**src/rtl/bytecode_pkg.sv**
```systemverilog
// Shared definitions for bytecode fetch and decode.
// Fetch FSM states, opcode constants and instruction-length rule.
package bytecode_pkg;

    typedef enum logic [1:0] {
        IDLE,
        REQ,
        CAP,
        OUT
    } fetch_state_t;

    localparam logic [7:0] OP_BIPUSH = 8'h10;
    localparam logic [7:0] OP_SIPUSH = 8'h11;
    localparam logic [7:0] OP_IINC   = 8'h84;
    localparam logic [7:0] OP_GOTO   = 8'hA7;
    localparam logic [7:0] OP_RETURN = 8'hB1;

    function automatic logic [1:0] instr_len(input logic [7:0] op);
        logic [1:0] len;
        len = 2'd1;
        if (op == OP_SIPUSH || op == OP_IINC || op == OP_GOTO ||
            (op >= 8'h99 && op <= 8'hA8)) begin
            len = 2'd3;
        end else if (op == OP_BIPUSH ||
                     (op >= 8'h15 && op <= 8'h19) ||
                     (op >= 8'h36 && op <= 8'h3A)) begin
            len = 2'd2;
        end
        return len;
    endfunction

endpackage

```
**src/rtl/bytecode_fetch_ctrl_lut.sv**
```systemverilog
// Combinational opcode to instruction-length mapping.
// Shared between the fetch controller and the decoder.
module opcode_len_lut
    import bytecode_pkg::*;
(
    input  logic [7:0] opcode,
    output logic [1:0] len
);

    assign len = instr_len(opcode);

endmodule

```
**src/rtl/bytecode_fetch_ctrl.sv**
```systemverilog
// Byte-serial bytecode fetch: one ROM read per byte, assembles
// 1..3 byte instructions and hands them over on valid/ready.
module bytecode_fetch_ctrl
    import bytecode_pkg::*;
#(
    parameter int DATA_WIDTH = 8,
    parameter int ADDR_WIDTH = 10,
    parameter logic [ADDR_WIDTH-1:0] RESET_PC = '0
) (
    input  logic                  clk,
    input  logic                  rst_n,
    input  logic                  run,
    output logic                  rom_en,
    output logic [ADDR_WIDTH-1:0] rom_addr,
    input  logic [DATA_WIDTH-1:0] rom_data,
    output logic                  instr_valid,
    input  logic                  instr_ready,
    output logic [7:0]            instr_opcode,
    output logic [15:0]           instr_operands,
    output logic [1:0]            instr_len,
    output logic [ADDR_WIDTH-1:0] instr_pc,
    input  logic                  redirect_valid,
    input  logic [ADDR_WIDTH-1:0] redirect_pc,
    output logic                  halted
);

    fetch_state_t          state, state_d;
    logic [ADDR_WIDTH-1:0] pc;
    logic [1:0]            byte_idx;
    logic [1:0]            lut_len;
    logic [1:0]            cur_len;
    logic [7:0]            byte_in;
    logic                  more;
    logic                  accept;

    assign byte_in = rom_data[7:0];

    opcode_len_lut u_lut (
        .opcode (byte_in),
        .len    (lut_len)
    );

    // Length is only known from the LUT while the opcode byte is on the bus.
    assign cur_len  = (byte_idx == 2'd0) ? lut_len : instr_len;
    assign more     = ({1'b0, byte_idx} + 3'd1) < {1'b0, cur_len};
    assign accept   = (state == OUT) && instr_ready;
    assign rom_addr = pc + ADDR_WIDTH'(byte_idx);

    always_comb begin
        state_d = state;
        unique case (state)
            IDLE: if (run && !halted) state_d = REQ;
            REQ:  state_d = CAP;
            CAP:  state_d = more ? REQ : OUT;
            OUT: begin
                if (accept) begin
                    if (instr_opcode == OP_RETURN) state_d = IDLE;
                    else if (run)                  state_d = REQ;
                    else                           state_d = IDLE;
                end
            end
            default: state_d = IDLE;
        endcase
        if (redirect_valid) state_d = run ? REQ : IDLE;
    end

    always_ff @(posedge clk or negedge rst_n) begin
        if (!rst_n) begin
            state          <= IDLE;
            pc             <= RESET_PC;
            byte_idx       <= 2'd0;
            rom_en         <= 1'b0;
            instr_valid    <= 1'b0;
            instr_opcode   <= 8'h00;
            instr_operands <= 16'h0000;
            instr_len      <= 2'd0;
            instr_pc       <= '0;
            halted         <= 1'b0;
        end else begin
            state       <= state_d;
            rom_en      <= (state_d == REQ);
            instr_valid <= (state_d == OUT);
            if (redirect_valid) begin
                pc       <= redirect_pc;
                byte_idx <= 2'd0;
                halted   <= 1'b0;
            end else if (state == CAP) begin
                unique case (byte_idx)
                    2'd0: begin
                        instr_opcode   <= byte_in;
                        instr_len      <= lut_len;
                        instr_operands <= 16'h0000;
                        instr_pc       <= pc;
                    end
                    2'd1:    instr_operands[15:8] <= byte_in;
                    default: instr_operands[7:0]  <= byte_in;
                endcase
                if (more) byte_idx <= byte_idx + 2'd1;
            end else if (accept) begin
                pc       <= pc + ADDR_WIDTH'(instr_len);
                byte_idx <= 2'd0;
                if (instr_opcode == OP_RETURN) halted <= 1'b1;
            end
        end
    end

endmodule

```
**config.mk**
```make
export PLATFORM = sky130hd
export DESIGN_NAME = bytecode_fetch_ctrl
export DESIGN_NICKNAME = d
export VERILOG_FILES = /design/src/rtl/bytecode_pkg.sv /design/src/rtl/bytecode_fetch_ctrl_lut.sv /design/src/rtl/bytecode_fetch_ctrl.sv
export SDC_FILE = /design/constraint.sdc
export NUM_CORES = 1
export LEC_CHECK = 0
export CAP_MARGIN = 20
export CORE_MARGIN = 2
export CORE_UTILIZATION = 37
export DETAILED_ROUTE_END_ITERATION = 7
export PLACE_DENSITY = 0.75
export SETUP_SLACK_MARGIN = 0.3
export SLEW_MARGIN = 20
export SYNTH_ARGS = -nofsm -noshare
export SYNTH_HDL_FRONTEND = slang
export SYNTH_SLANG_ARGS = --single-unit
```
**constraint.sdc**
```tcl
create_clock -name clk -period 6.1 [get_ports clk]
set_input_delay 1.83 -clock clk [delete_from_list [all_inputs] [get_ports clk]]
set_output_delay 1.83 -clock clk [all_outputs]
set_load 0.005 [all_outputs]
```
==> run metrics, run 1 <==
Top-Level Pins=72; wire length per cell=15.0 um; Final Max Tran Viols=0; critical path arrival=4700 ps; final-layout fill cell count=690; crit-path cells=clkdlybuf4s50_1, o21ai_0, a211oi_1, a21oi_1, a41oi_1, o21ai_0, fa_1, o31ai_4, a21oi_1, mux2_4; Worst-path clk slew=100 ps; status=complete, no violations; Post-synth top flop=dfrtp_1; area grow syn2layout=30.9%; Worst R2R Setup Slack=3090 ps; CTS Buf Count=5; final WL=6370 um; critical path's largest stage delay=670 ps; worst setup path class=in -> reg; reg2reg start=byte_idx[1]; CP delay by family, top=compound AO/OA/AOI/OAI gates; Crit. End Element=flip-flop; hold_buf cts=0; Min-Delay Path Class=reg -> reg; CP Data Required Time=6300 ps; RSZ-0062 raised after global routing=false; layout cell share with drive strength beyond 1=7.72%; Register Area=0.00133 mm2; Hold Path Sink=instr_pc[9]; post-DP HPWL=4710 um; vias per inst=5.02; peak supply drop=145 uV; Hold Vio Cnt, Final=0; Max clock buf depth=2; Die Wd=90.3 um; Max Cap Viol=0; first-pass GRT wire length=10,600 um; multi-input logic area=0.00131 mm2; CTS resizes=0; EDFF count, synth=0; Initial DRC Count=79; Clock H-tree levels=2; vias in the first global route=2,127; async set or reset register ratio after synthesis=100%; antenna violations before repair=0; leak pwr=1.50 nW; CP max stage cell=clkdlybuf4s50_1; I/O Buffers=71; root buffer cell=clkbuf_8; Achievable Freq=222 MHz; Startpoint Class=input pin; worst path bufs/invs=1; r2r worst-path depth=10; Seq cells post-synth=53; number of core rows=31; final net count=356; drt pass-1 iters=4; ant diodes=0; post-layout util=50.0%; Ys Warns=0; routability cong.=0.862; initial core utilization=38.2%; sequential area share after synthesis=48.1%; commonest non-fill, non-tap cell in the layout=clkdlybuf4s50_1; syn avg cell area=10.7 um2; Die Y=90.3 um; total track usage=16.1%; Slew headroom=33.6%; Residual DRC=0; CTS tree=yes; setup bufs post-CTS=0; Hold Path Cell Cnt=1; Critical R2R Capture=byte_idx[0]; largest net degree at the start of global routing=54; fin crit share=73.8%; syn nets=291; Least-Margin Pin Slew=996 ps; Core Footprint=0.00721 mm2; Netlist Area Pre-Place=0.00276 mm2; commonest cells after routing, fill and taps aside=clkdlybuf4s50_1, dfrtp_1, nand2_1; CTS sink count=53; Synth Instances=258; clk_lat worst skew=310 ps; Die Footprint=0.00815 mm2; global route total overflow=0; Final setup violation count=0; Hold Crit Start=instr_pc[9]; Sum Neg Setup Slack=0 ps; via count=2,122; CP max FO=10; Yosys cell types=51; Clock Skew=8.31 ps; pwr dens=275 mW/mm2; Tmin final=4500 ps; Final ANT Viol Nets=0
[metal layers]
metal	vias up	part of all wire, %	GRT usage (%)	wire [um]
met5	-	0	0	0
met1	1012	45	21.5	2890
met3	5	7.2	5.34	457
li1	1029	-	-	-
met4	0	0.97	4.36	62
met2	76	46	25.3	2960
[final cells by class]
class                           instances  area share (%)
Inverter                               13            1.35
Sequential cell                        53            36.8
Multi-Input combinational cell        178            36.2
Tap cell                               99            3.43
Clock buffer                            6            2.01
Clock inverter                          2           0.416
Timing Repair Buffer                   72            19.8
[state kept, by name (all words and copies together) (netlist names)]
signal          flops
byte_idx            2
halted              1
instr_len           2
instr_opcode        8
instr_operands     16
instr_pc           10
instr_valid         1
pc                 10
rom_en              1
state               2
[report_power, final]
part / total (mW) / switching (mW) / internal (mW)
combinational: 0.313 / 0.113 / 0.201
sequential: 0.482 / 0.0588 / 0.423
clock: 0.199 / 0.117 / 0.0811
[cells by family after synthesis]
| logic type | synth area share, % |
|---|---|
| adder cells (fa/ha/maj) | 5.36 |
| AO/OA/AOI/OAI | 13.4 |
| AND/OR/NAND/NOR | 15.0 |
| multiplexers | 8.63 |
| flip-flops | 48.1 |
| buffers and inverters | 4.41 |
| XOR/XNOR | 5.09 |
[worst register-to-register path, delay by kind of cell (launching register included)]
family | cells | cell delay (ps)
DFF | 1 | 420
AOI/OAI and AO/OA | 5 | 950
buffers and inverters | 1 | 170
muxes | 1 | 280
and+or+nand+nor | 1 | 180
adders and majority gates | 2 | 910
[Yosys cell counts (2+ instances only)]
cell / number / area (um2)
a21oi_1: 7 / 35.0
and3_1: 2 / 12.5
or3_1: 2 / 12.5
dfrtp_1: 53 / 1330
clkbuf_1: 7 / 26.3
fa_1: 3 / 60.1
nand2b_1: 7 / 43.8
xor2_1: 6 / 52.6
a22o_1: 9 / 78.8
buf_2: 4 / 20.0
inv_1: 13 / 48.8
a31oi_1: 2 / 12.5
o21ai_0: 11 / 55.1
nor2_1: 9 / 33.8
nand4_1: 3 / 18.8
xnor2_1: 10 / 87.6
mux2i_1: 2 / 20.0
nand4b_1: 2 / 17.5
nor2b_1: 3 / 18.8
o21ai_1: 12 / 60.1
nand2_1: 27 / 101
mux2_1: 11 / 124
a21o_1: 4 / 30.0
nor2_2: 2 / 12.5
and2_1: 2 / 12.5
nand3_1: 3 / 15.0
buf_4: 2 / 15.0
nor3_1: 4 / 20.0
o31ai_1: 2 / 15.0
ha_1: 7 / 87.6
mux2_2: 7 / 78.8
[worst max-delay path by stage]
stage / startpoint / endpoint / slack [ps] / depth (start not counted)
2_1_floorplan: rom_data[3] / byte_idx[0] / 2150 / 10
5_1_grt: rom_data[3] / byte_idx[0] / 1430 / 10
3_3_place_gp: rom_data[3] / byte_idx[0] / 1380 / 10
6_report: rom_data[3] / byte_idx[0] / 1600 / 10
3_5_place_dp: rom_data[3] / byte_idx[0] / 1260 / 10
4_1_cts: rom_data[3] / byte_idx[0] / 1590 / 10
[stage by stage]
stage	total power [mW]	worst slack (ps)	hold WS (ps)	area (um2)	instances
2_1_floorplan	0.602	2150	473	2760	258
3_3_place_gp	0.799	1380	467	3520	415
3_5_place_dp	0.804	1260	474	3520	415
4_1_cts	1.01	1590	497	3610	423
5_1_grt	1.05	1430	517	3610	423
6_report	0.993	1600	489	3610	423
Power figures use the tool's default switching activity.
==> run 2, diff against run 1 <==
- clock period: 6.1 -> 4.7 ns (I/O delays scaled with it)
==> run 2 against run 1 <==
  * Die area is the same
  * Highest routed layer unchanged
  * Largest cell class unchanged
  * Flip-flop and latch count did not move
  * Sequential share of layout area decreased by 0.65 points
  * Largest power group unchanged
  * Cell count increased by 0.47%
  * Core utilization is 0.90 points higher
==> run metrics, run 2 (synthesis gave the netlist of run 1 again) <==
number of core rows=31; area grow syn2layout=33.3%; post-DP HPWL=4780 um; Hold Crit Start=instr_operands[0]; root buffer cell=clkbuf_8; Core Footprint=0.00721 mm2; CP max stage cell=clkdlybuf4s50_1; pwr dens=383 mW/mm2; Worst-path clk slew=100 ps; Setup WS pre-CTS=311 ps; commonest non-fill, non-tap cell in the layout=clkdlybuf4s50_1; CTS Buf Count=5; post-placement cell count=417; CP Data Required Time=4900 ps; RSZ-0062 raised after global routing=false; first-pass GRT wire length=10,800 um; Min-Delay Path Class=reg -> reg; clk_lat worst skew=310 ps; Initial DRC Count=95; commonest cells after routing, fill and taps aside=clkdlybuf4s50_1, dfrtp_1, nand2_1; initial core utilization=38.2%; wire length per cell=15.2 um; I/O Buffers=71; Register Area=0.00133 mm2; CTS tree=yes; critical path's largest stage delay=680 ps; Slew headroom=56.6%; Residual DRC=0; Clock H-tree levels=2; ant diodes=0; Max Cap Viol=0; largest net degree at the start of global routing=51; Clock Skew=5.38 ps; leak pwr=1.55 nW; Max clock buf depth=2; Hold Vio Cnt, Final=0; Largest regs=instr_operands x16, instr_pc x10, pc x10; fin crit share=87.4%; Post-Layout Cell Count=425; peak supply drop=183 uV; r2r worst-path depth=10; Hold Path Cell Cnt=2; setup ws final=593 ps; hold_buf cts=0; Achievable Freq=243 MHz; Worst R2R Setup Slack=1680 ps; total track usage=16.5%; antenna violations before repair=0; vias per inst=5.00; Die Footprint=0.00815 mm2; CP max FO=10; Critical R2R Capture=byte_idx[0]; post-layout util=50.9%; final WL=6480 um; Top-Level Pins=72; worst setup path class=in -> reg; Least-Margin Pin Slew=651 ps; Final ANT Viol Nets=0; critical path arrival=4310 ps; layout cell share with drive strength beyond 1=8.59%; global route total overflow=0; reg2reg start=byte_idx[1]; CTS sink count=53; Final setup violation count=0; most flop-heavy register=instr_operands; Final Max Tran Viols=0; Startpoint Class=input pin; crit-path cells=clkdlybuf4s50_1, o21ai_0, a211oi_1, a21oi_1, a41oi_1, o21ai_0, fa_1, o31ai_4, a21oi_1, mux2_4; CTS resizes=0; max reg flops=16; total power=1.41 mW; final-layout fill cell count=694; status=complete, no violations; setup bufs post-CTS=0; Die Wd=90.3 um; multi-input logic area=0.00131 mm2; Tmin final=4110 ps; Crit. End Element=flip-flop; final net count=358; Sum Neg Setup Slack=0 ps; vias in the first global route=2,109; routability cong.=0.825; via count=2,127; Hold Path Sink=instr_operands[0]; drt pass-1 iters=4; Die Y=90.3 um
==> run 2: cell types whose count changed in the layout (fill, tap and decap cells not counted) <==
cell and delta:
clkbuf_1 -1, buf_4 +2, inv_6 +1, clkinvlp_4 -2, bufinv_16 +2
==> run 2: final cells by class <==
cell class / instances / area share (%)
Sequential cell: 53 / 36.1
Clock buffer: 5 / 1.87
Clock inverter: 3 / 1.87
Tap cell: 99 / 3.37
Timing Repair Buffer: 74 / 19.8
Multi-Input combinational cell: 178 / 35.6
Inverter: 13 / 1.33
==> run 2: report_power, final <==
group | leakage (nW) | internal [mW] | switching, mW
clock | 0.0687 | 0.214 | 0.160
sequential | 0.679 | 0.549 | 0.0764
combinational | 0.798 | 0.261 | 0.146
==> run 2: worst max-delay path: cells and delay by family <==
family | cells | cell delay (ps)
AOI/OAI and AO/OA | 7 | 1440
buffers and inverters | 1 | 680
adders and majority gates | 1 | 500
muxes | 1 | 280
==> run 2: per-stage QoR <==
stage                     cell area [um2]  hold slack (ps)
after floorplan                      2760              473
after global placement               3530              469
after detailed placement             3530              475
after CTS                            3670              499
after global routing                 3670              522
final                                3670              494
==> run 2: how the worst max path moves through the flow <==
stage / to / cells past startpoint / from
2_1_floorplan: byte_idx[0] / 10 / rom_data[3]
3_3_place_gp: byte_idx[0] / 10 / rom_data[3]
3_5_place_dp: byte_idx[0] / 10 / rom_data[3]
4_1_cts: byte_idx[0] / 10 / rom_data[3]
5_1_grt: rom_addr[8] / 7 / byte_idx[0]
6_report: byte_idx[0] / 10 / rom_data[3]
==> run 2: per-layer routing <==
metal | vias to the layer above | GRT usage (%) | share of wire [%]
met5 | - | 0 | 0
met2 | 82 | 26.8 | 47
met3 | 8 | 4.09 | 6.0
met4 | 0 | 3.85 | 0.96
li1 | 1029 | - | -
met1 | 1008 | 22.4 | 46
==> run 3, diff against run 2 <==
- clock period: 4.7 -> 4 ns (I/O delays scaled with it)
==> run 3 against run 2 <==
  * Count of clock-buffer cells in the layout is the same
  * Sequential power is 17% higher
  * Clock skew increased by 2.6 ps
  * Via count grew 3.4%
  * Cell count is 5.2% higher
  * Global-route usage is essentially flat
  * Critical path depth down 3
  * Core utilization increased by 1.8 points
  * Total power is 9.1% higher
  * Non-clock buffer count up 22
  * First-iteration DRC count down 49%
  * Die area did not move
  * Largest cell class unchanged
==> run metrics, run 3 (synthesis gave the netlist of run 1 again) <==
vias in the first global route=2,187; worst path bufs/invs=2; pwr dens=403 mW/mm2; Least-Margin Pin Slew=508 ps; I/O Buffers=71; Max clock buf depth=2; Top Metal Used=met4; antenna violations before repair=0; via count=2,200; met2 routed WL=3180 um; area grow syn2layout=38.1%; CTS tree=yes; drt pass-1 iters=5; CTS sink count=53; clk_lat worst skew=310 ps; final net count=380; Die Footprint=0.00815 mm2; most flop-heavy register=instr_operands; post-DP HPWL=5010 um; total track usage=16.5%; Hold Crit Start=instr_pc[9]; Die Y=90.3 um; Core Footprint=0.00721 mm2; largest net degree at the start of global routing=35; Slew headroom=66.2%; max reg flops=16; CTS Buf Count=5; post-placement cell count=432; total power=1.53 mW; final-layout fill cell count=682; Die Wd=90.3 um; post-placement cell area=0.00365 mm2; Clock Skew=7.99 ps; global route total overflow=0; Crit. End Element=primary output; ant diodes=0; peak supply drop=233 uV; crit-path cells=ha_1, inv_1, fa_1, nor2b_2, nand4_1, xnor2_1, clkdlybuf4s50_1; Startpoint Class=flip-flop; vias per inst=4.92; commonest cells after routing, fill and taps aside=clkdlybuf4s50_1, dfrtp_1, nand2_1; Top-Level Pins=72; Tmin final=3600 ps; first-pass GRT wire length=10,800 um; Largest regs=instr_operands x16, instr_pc x10, pc x10; DR WL met3=434 um; critical path's largest stage delay=530 ps; initial core utilization=38.2%; M1 wire length=3020 um; Hold Path Cell Cnt=1; leak pwr=1.65 nW; commonest non-fill, non-tap cell in the layout=clkdlybuf4s50_1; Setup crit start=byte_idx[0]; Final Max Tran Viols=0; root buffer cell=clkbuf_8; multi-input logic area=0.00132 mm2; r2r worst-path depth=11; Residual DRC=0; CP max FO=3; number of cells on the critical path=7; Initial DRC Count=48; layout cell share with drive strength beyond 1=15.5%; CP Data Required Time=2800 ps; Sum Neg Setup Slack=0 ps; Worst-path clk slew=100 ps; final WL=6660 um; Clock H-tree levels=2; RSZ-0062 raised after global routing=false; CP delay by family, top=adder cells; Hold Vio Cnt, Final=0; post-route design area=0.00380 mm2; Final ANT Viol Nets=0; number of core rows=31; routability cong.=0.796; Register Area=0.00133 mm2; critical path arrival=2400 ps; Final setup violation count=0; status=complete, no violations; Min-Delay Path Class=reg -> reg; Post-Layout Cell Count=447; Max Cap Viol=0; wire length per cell=14.9 um; CP max stage cell=clkdlybuf4s50_1; fin crit share=90.0%; reg2reg start=byte_idx[0]; Achievable Freq=278 MHz; worst setup path class=reg -> out
run 3: cell count changes in the layout (fill, tap and decap cells not counted), moves of 2 or more:
cell	change
buf_4	+22
dlygate4sd2_1	+4
bufinv_16	-2
clkdlybuf4s50_1	-5
run 3: repair_timing:
action                     4_1_cts  5_1_grt
buffers inserted                 0        7
pin swaps                        0        1
hold buffers                     0        0
setup endpoints to repair        5        6
gates resized for setup          6        3
run 3: worst paths after layout:
check	endpoint	slack, ps
max in group asynchronous	pc[5]	2370
worst min register to register	instr_pc[9]	490
worst min-delay path	instr_pc[9]	490
worst max-delay path	rom_addr[6]	400
worst max register to register	byte_idx[0]	980
min in group asynchronous	instr_operands[1]	830
run 3: per-stage QoR:
step	setup slack, ps	hold slack (ps)	utilization [%]
2_1_floorplan	681	473	-
6_report	399	494	52.7
3_5_place_dp	-114	476	50.6
4_1_cts	310	500	51.8
5_1_grt	296	518	52.7
3_3_place_gp	-1.15	469	50.6
run 3: routing by layer:
layer	vias to the layer above	track usage, %
met3	2	4.34
met5	-	0
met2	91	27.9
met4	0	3.08
li1	1069	-
met1	1038	21.6
run 3: cell type report:
type                       count  share of cell area, %
inverter                      13                   1.28
timing repair buffer          96                   23.4
sequential                    53                   34.9
tap                           99                   3.26
multi-input combinational    178                   34.8
clock buffer                   5                   1.81
clock inverter                 3                  0.559
run 3: power breakdown:
group	total [mW]	switching (mW)	internal (mW)	leakage (nW)
clock network	0.309	0.184	0.125	0.0445
logic	0.492	0.173	0.318	0.924
registers	0.734	0.0892	0.645	0.677
total	1.53	0.447	1.09	1.65
